--- src/rtl/instruction_fetch_unit.sv ---
// Fetch sequencer: drives single-word reads to instruction memory and registers the word + PC for decode.
// Optional build macro IFU_PERF_CNT_EN adds perf_fetch_count / perf_wait_cycles outputs.
module instruction_fetch_unit #(
    parameter int          ADDR_W   = 5,
    parameter logic [31:0] RESET_PC = 32'h0000_0000
) (
    input  logic              clock,
    input  logic              reset,
    input  logic              stall,
    input  logic              branch_taken,
    input  logic [31:0]       branch_target,
    output logic              imem_read,
    output logic [ADDR_W-1:0] imem_address,
    input  logic [31:0]       imem_instruction,
    input  logic              imem_busywait,
    output logic              if_valid,
    output logic [31:0]       if_instruction,
    output logic [31:0]       if_pc,
    output logic [31:0]       if_pc_plus4
`ifdef IFU_PERF_CNT_EN
    ,
    output logic [31:0]       perf_fetch_count,
    output logic [31:0]       perf_wait_cycles
`endif
);

    localparam logic [31:0] NOP_INSN = 32'h0000_0013;

    typedef enum logic [1:0] {
        S_FETCH = 2'd0,
        S_WAIT  = 2'd1,
        S_HOLD  = 2'd2,
        S_FLUSH = 2'd3
    } state_t;

    state_t      state_q, state_d;
    logic [31:0] pc_q, pc_d;
    logic        if_valid_q, if_valid_d;
    logic [31:0] if_instruction_q, if_instruction_d;
    logic [31:0] if_pc_q, if_pc_d;
    logic [31:0] if_pc_plus4_q, if_pc_plus4_d;
    logic [31:0] redirect_pc_s;
    logic        capture_s;

    assign redirect_pc_s = branch_target & 32'hFFFF_FFFC;

    // Memory-side strobes are combinational so a request goes out in the same cycle as FETCH
    assign imem_read    = (state_q == S_FETCH) & ~branch_taken & ~imem_busywait;
    assign imem_address = pc_q[ADDR_W+1:2];

    assign if_valid       = if_valid_q;
    assign if_instruction = if_instruction_q;
    assign if_pc          = if_pc_q;
    assign if_pc_plus4    = if_pc_plus4_q;

    // Next-state and datapath control; a redirect always wins over stall and memory status
    always_comb begin
        state_d          = state_q;
        pc_d             = pc_q;
        if_valid_d       = if_valid_q;
        if_instruction_d = if_instruction_q;
        if_pc_d          = if_pc_q;
        if_pc_plus4_d    = if_pc_plus4_q;
        capture_s        = 1'b0;
        case (state_q)
            S_FETCH: begin
                if (branch_taken) begin
                    pc_d = redirect_pc_s;
                end else if (imem_busywait) begin
                    state_d = S_FETCH;
                end else begin
                    state_d = S_WAIT;
                end
            end
            S_WAIT: begin
                if (branch_taken) begin
                    // The response of the abandoned request must never reach decode
                    pc_d    = redirect_pc_s;
                    state_d = imem_busywait ? S_FLUSH : S_FETCH;
                end else if (!imem_busywait) begin
                    capture_s        = 1'b1;
                    if_instruction_d = imem_instruction;
                    if_pc_d          = pc_q;
                    if_pc_plus4_d    = pc_q + 32'd4;
                    if_valid_d       = 1'b1;
                    state_d          = S_HOLD;
                end else begin
                    state_d = S_WAIT;
                end
            end
            S_HOLD: begin
                if (branch_taken) begin
                    if_valid_d = 1'b0;
                    pc_d       = redirect_pc_s;
                    state_d    = S_FETCH;
                end else if (!stall) begin
                    if_valid_d = 1'b0;
                    pc_d       = pc_q + 32'd4;
                    state_d    = S_FETCH;
                end else begin
                    state_d = S_HOLD;
                end
            end
            S_FLUSH: begin
                if (branch_taken) begin
                    pc_d = redirect_pc_s;
                end else begin
                    pc_d = pc_q;
                end
                if (!imem_busywait) begin
                    state_d = S_FETCH;
                end else begin
                    state_d = S_FLUSH;
                end
            end
            default: begin
                state_d    = S_FETCH;
                if_valid_d = 1'b0;
            end
        endcase
    end

    // State and output registers with synchronous reset
    always_ff @(posedge clock) begin
        if (reset) begin
            state_q          <= S_FETCH;
            pc_q             <= RESET_PC & 32'hFFFF_FFFC;
            if_valid_q       <= 1'b0;
            if_instruction_q <= NOP_INSN;
            if_pc_q          <= RESET_PC;
            if_pc_plus4_q    <= RESET_PC + 32'd4;
        end else begin
            state_q          <= state_d;
            pc_q             <= pc_d;
            if_valid_q       <= if_valid_d;
            if_instruction_q <= if_instruction_d;
            if_pc_q          <= if_pc_d;
            if_pc_plus4_q    <= if_pc_plus4_d;
        end
    end

`ifdef IFU_PERF_CNT_EN
    logic [31:0] perf_fetch_count_q;
    logic [31:0] perf_wait_cycles_q;

    // Performance counters, free-running and wrapping at 2^32
    always_ff @(posedge clock) begin
        if (reset) begin
            perf_fetch_count_q <= 32'd0;
            perf_wait_cycles_q <= 32'd0;
        end else begin
            if (capture_s) begin
                perf_fetch_count_q <= perf_fetch_count_q + 32'd1;
            end else begin
                perf_fetch_count_q <= perf_fetch_count_q;
            end
            if ((state_q == S_WAIT) || (state_q == S_FLUSH)) begin
                perf_wait_cycles_q <= perf_wait_cycles_q + 32'd1;
            end else begin
                perf_wait_cycles_q <= perf_wait_cycles_q;
            end
        end
    end

    assign perf_fetch_count = perf_fetch_count_q;
    assign perf_wait_cycles = perf_wait_cycles_q;
`else
    logic unused_capture_s;
    assign unused_capture_s = capture_s;
`endif

endmodule

--- config.mk ---
export PLATFORM = sky130hd
export DESIGN_NAME = instruction_fetch_unit
export DESIGN_NICKNAME = d
export VERILOG_FILES = /design/src/rtl/instruction_fetch_unit.sv
export SDC_FILE = /design/constraint.sdc
export NUM_CORES = 1
export LEC_CHECK = 0
export ABC_CLOCK_PERIOD_IN_PS = 4100
export CORE_ASPECT_RATIO = 0.6
export CORE_UTILIZATION = 51
export CTS_CLUSTER_DIAMETER = 150
export DETAILED_ROUTE_END_ITERATION = 12
export HOLD_SLACK_MARGIN = 0.1
export PLACE_DENSITY_LB_ADDON = 0.05
export SLEW_MARGIN = 5
export SYNTH_ARGS = -nofsm -noshare
export SYNTH_HDL_FRONTEND = slang
export SYNTH_SLANG_ARGS = --single-unit
--- constraint.sdc ---
create_clock -name clock -period 4.1 [get_ports clock]
set_input_delay 0.82 -clock clock [delete_from_list [all_inputs] [get_ports clock]]
set_output_delay 0.82 -clock clock [all_outputs]
set_load 0.02 [all_outputs]
==> flow_results.org <==
** STA
- Accumulated negative setup slack :: 0 ns
- Setup repair after global routing missed its margin :: no
- The final-report hold violation count is 0.
- Between clock sinks in the finished design, the worst skew comes to 0.00980 ns.
- Tmin final :: 3.17 ns
- Of the available clock period, the critical path in the final layout requires 0.773.
- The total count of max-transition violations in the final report was 0.
- Final setup violating endpoints :: 0
- Headroom to the max-slew limit came out at 0.470.
- For this run, the top clock speed supported by timing is 316 MHz.
- Worst Max-Slew Pin Slew :: 0.787 ns

** Synthesis
- Flip-flop and latch count after synthesis :: 125
- The synthesized netlist contains 55 unique library cells.
- Synthesis produced a netlist whose cell count is 740.
- The cell area that synthesis handed to floorplanning was 5780 um2.
- Post-synth ARST share :: 0
- Predominant post-synthesis flop cell :: sky130_fd_sc_hd__dfxtp_1
- Average size of a mapped cell :: 7.81 um2
- The share of the Yosys chip area taken by registers is 0.433.
- Number of enable flip-flop cells after synthesis :: 0
- For this run, the number of Yosys warnings is 0.

** Pwr
- VDD sags by at most 349 uV.
- Power spread over the standard cell area amounts to 401 nW/um2.
- Overall power consumption after layout is estimated at 3.20 mW.
- The analysis attributes to cell leakage a power of 2.64 nW.

** Routing
- The detail route stage leaves a number of antenna-violating nets equal to 0.
- Drt total wl :: 17000 um
- Dividing the detail-routed via count by the number of cells gives 5.91.
- Total DRC errors in the routed layout :: 0
- Iteration-0 DRC count of the detailed router :: 577
- Detailed-router iteration count before antenna repair :: 6
- After detailed routing, the average wire length per cell comes to 16.9 um.
- Via count :: 5961

** Placed design
- Detailed placement ended at an HPWL of 11300 um.
- Area post-placement :: 7350 um2
- In this run the tool buffered the top-level ports with 165 buffer cells.
- Routability-driven placement finished with a final weighted congestion of 0.850.

** Die
- Cell row count :: 29
- From bottom edge to top edge, the die measures 84.5 um.
- The initial utilization of the core area, before any placement, comes to 0.536.
- The floorplan step set the die width to 139 um.
- 172 I/O pins were placed.
- The die covers 11800 um2.
- Core Area :: 10800 um2

** Worst setup path
- STA puts the critical path data required time at 3.28 ns.
- The critical path is of the input pin to output pin type.
- Reg-to-reg critical path endpoint :: if_pc_plus4[26]$_SDFFE_PP0P_
- Along the worst path, the maximum fanout reaches 2.
- Crit. End Element :: output pin
- For the worst setup path, the data arrival time is 2.35 ns.
- R2R Setup Slk :: 1.06 ns
- Reg2reg path depth :: 5
- Reg2reg start :: pc_q[2]$_SDFFE_PP0P_
- Element type at the critical path start :: input pin

** Clocking
- The longest clock path from root to sink contains 2 buffers.
- Num Clock Sinks :: 125
- CTS clock-pin slew for the worst setup and hold paths :: 0.06 ns
- Hold-fix buffer count after cts :: 0
- The clock reaches the later pin of the worst-skew pair after 0.42 ns.
- Clock Tree Root :: sky130_fd_sc_hd__clkbuf_16
- Number of H-tree levels :: 4
- Number of clock buffers inserted by TritonCTS :: 17
- Quantity of gates resized following cts :: 0
- After clock tree synthesis, the setup repair step added 0 buffers.
- TritonCTS built the clock tree.

** GRT
- Pin count of the biggest net entering global routing :: 64
- Sum of overflow across all layers after global routing :: 0
- Global-route total usage across every layer :: 0.292
- Number of global-route vias before repair :: 5492
- The first global-routing pass estimated 27500 um of wire.
- The number of antenna violations at the first check in global routing was 0.

** Layout
- Summing all non-filler instances in the final layout gives an area of 7980 um2.
- The library cell used most frequently in the layout, excluding fill and tap cells, is sky130_fd_sc_hd__clkdlybuf4s50_1.
- In the final layout, the share of cells above drive strength 1 is 0.0563.
- The repair_antennas step left the layout with diodes totalling 0.
- Compared with the post-synthesis result, the final layout area differs by 38.1%.
- In the layout the commonest cells are sky130_fd_sc_hd__clkdlybuf4s50_1 (164), sky130_fd_sc_hd__nand2_1 (148), sky130_fd_sc_hd__dfxtp_1 (125), sky130_fd_sc_hd__a21oi_1 (76), sky130_fd_sc_hd__nor2_1 (57).
- For this run, the post-layout net count is 928.

** Hold path
- Along the worst hold path, the cell count comes to 2.
- Hold WC Path Type :: register to register
- Worst-case hold path end point :: if_pc[10]$_SDFFE_PP0P_
- The startpoint identified for the worst hold timing path is if_pc[10]$_SDFFE_PP0P_.

** Outcome
- The flow ran to the end, and the final reports show no timing, DRC or antenna violations.

** Run
- Across the run, the number of max-cap violations was 0.
[cell type report]
class / instances / area [um2]
clock inverters: 12 / 185
repair buffers: 175 / 1740
well taps: 139 / 174
multi-input cells: 523 / 2880
clock buffers: 20 / 447
inverters: 15 / 56.3
flip-flops and latches: 125 / 2500
fillers: 813 / 2800
[routing by layer]
layer	GRT usage	wire length [um]
met1	0.398	7540
met2	0.454	7580
met3	0.0713	1660
met4	0.0970	237
met5	0	0
[worst max-delay path by stage]
stage                             from                         endpoint  cells past startpoint
final                     branch_taken                        imem_read                      3
after global routing      branch_taken                        imem_read                      3
after CTS                 branch_taken                        imem_read                      3
after detailed placement  branch_taken  if_instruction[26]$_SDFFE_PP0P_                      8
after global placement    branch_taken  if_instruction[30]$_SDFFE_PP0P_                      8
after floorplan           branch_taken                        imem_read                      3
[stage by stage]
step	hold WS [ns]	setup slack, ns	cells	utilization
CTS	0.454	0.902	1009	0.741
global placement	0.442	0.879	977	0.682
detailed placement	0.446	0.832	977	0.682
floorplan	0.471	1.31	743	-
finish	0.453	0.932	1009	0.741
global route	0.469	0.832	1009	0.741
[cell usage after synthesis, drive strengths merged, types with 2 or more instances]
cell       n  area (um2)
nor4      23         144
o32ai      2        17.5
and2       2        12.5
and4       3        26.3
nand4     11        96.3
xnor2     12         105
a311o      2        20.0
nor3b      7        57.6
a21oi     76         380
nor3      13        65.1
dfxtp    125        2500
clkbuf    57         214
nand2    148         556
ha         2        25.0
and3       5        31.3
o21ai     23         115
a211oi    20         150
o31ai      8        60.1
nand3b     4        30.0
o21bai     4        30.0
inv       14        52.6
a21o       3        22.5
buf       23         143
a2111oi    6        52.6
nand3     15        75.1
a31oi      4        25.0
nor2      57         214
o31a       6        52.6
or4       12        90.1
nor2b      3        18.8
or3       10        62.6
a311oi    19         166
xor2       3        26.3
or3b       2        17.5
a2bb2oi    2        17.5
[where the power goes]
group	internal (mW)	leakage (nW)	switching (mW)
Sequential	1.25	1.02	0.0595
Combinational	0.140	1.32	0.137
Clock	1.04	0.305	0.570
[flip-flops by register name, indices dropped and copies added (netlist names)]
name and count:
if_valid 1, if_pc_plus4 30, pc_q 30, if_pc 30, if_instruction 32, state_q 2
[kinds of logic after synthesis]
family | share of synthesized area
AND/OR/NAND/NOR | 0.266
flip-flops | 0.433
buffers and inverters | 0.0714
adder cells (fa/ha/maj) | 0.00433
XOR/XNOR | 0.0227
other | 0.000649
AO/OA/AOI/OAI | 0.202
[worst max-delay path, cell delays in order]
cell and delay [ns]:
sky130_fd_sc_hd__clkdlybuf4s50_1 0.44, sky130_fd_sc_hd__nor4_1 0.38, sky130_fd_sc_hd__clkdlybuf4s50_1 0.71
(Power assumes the default switching activity.)
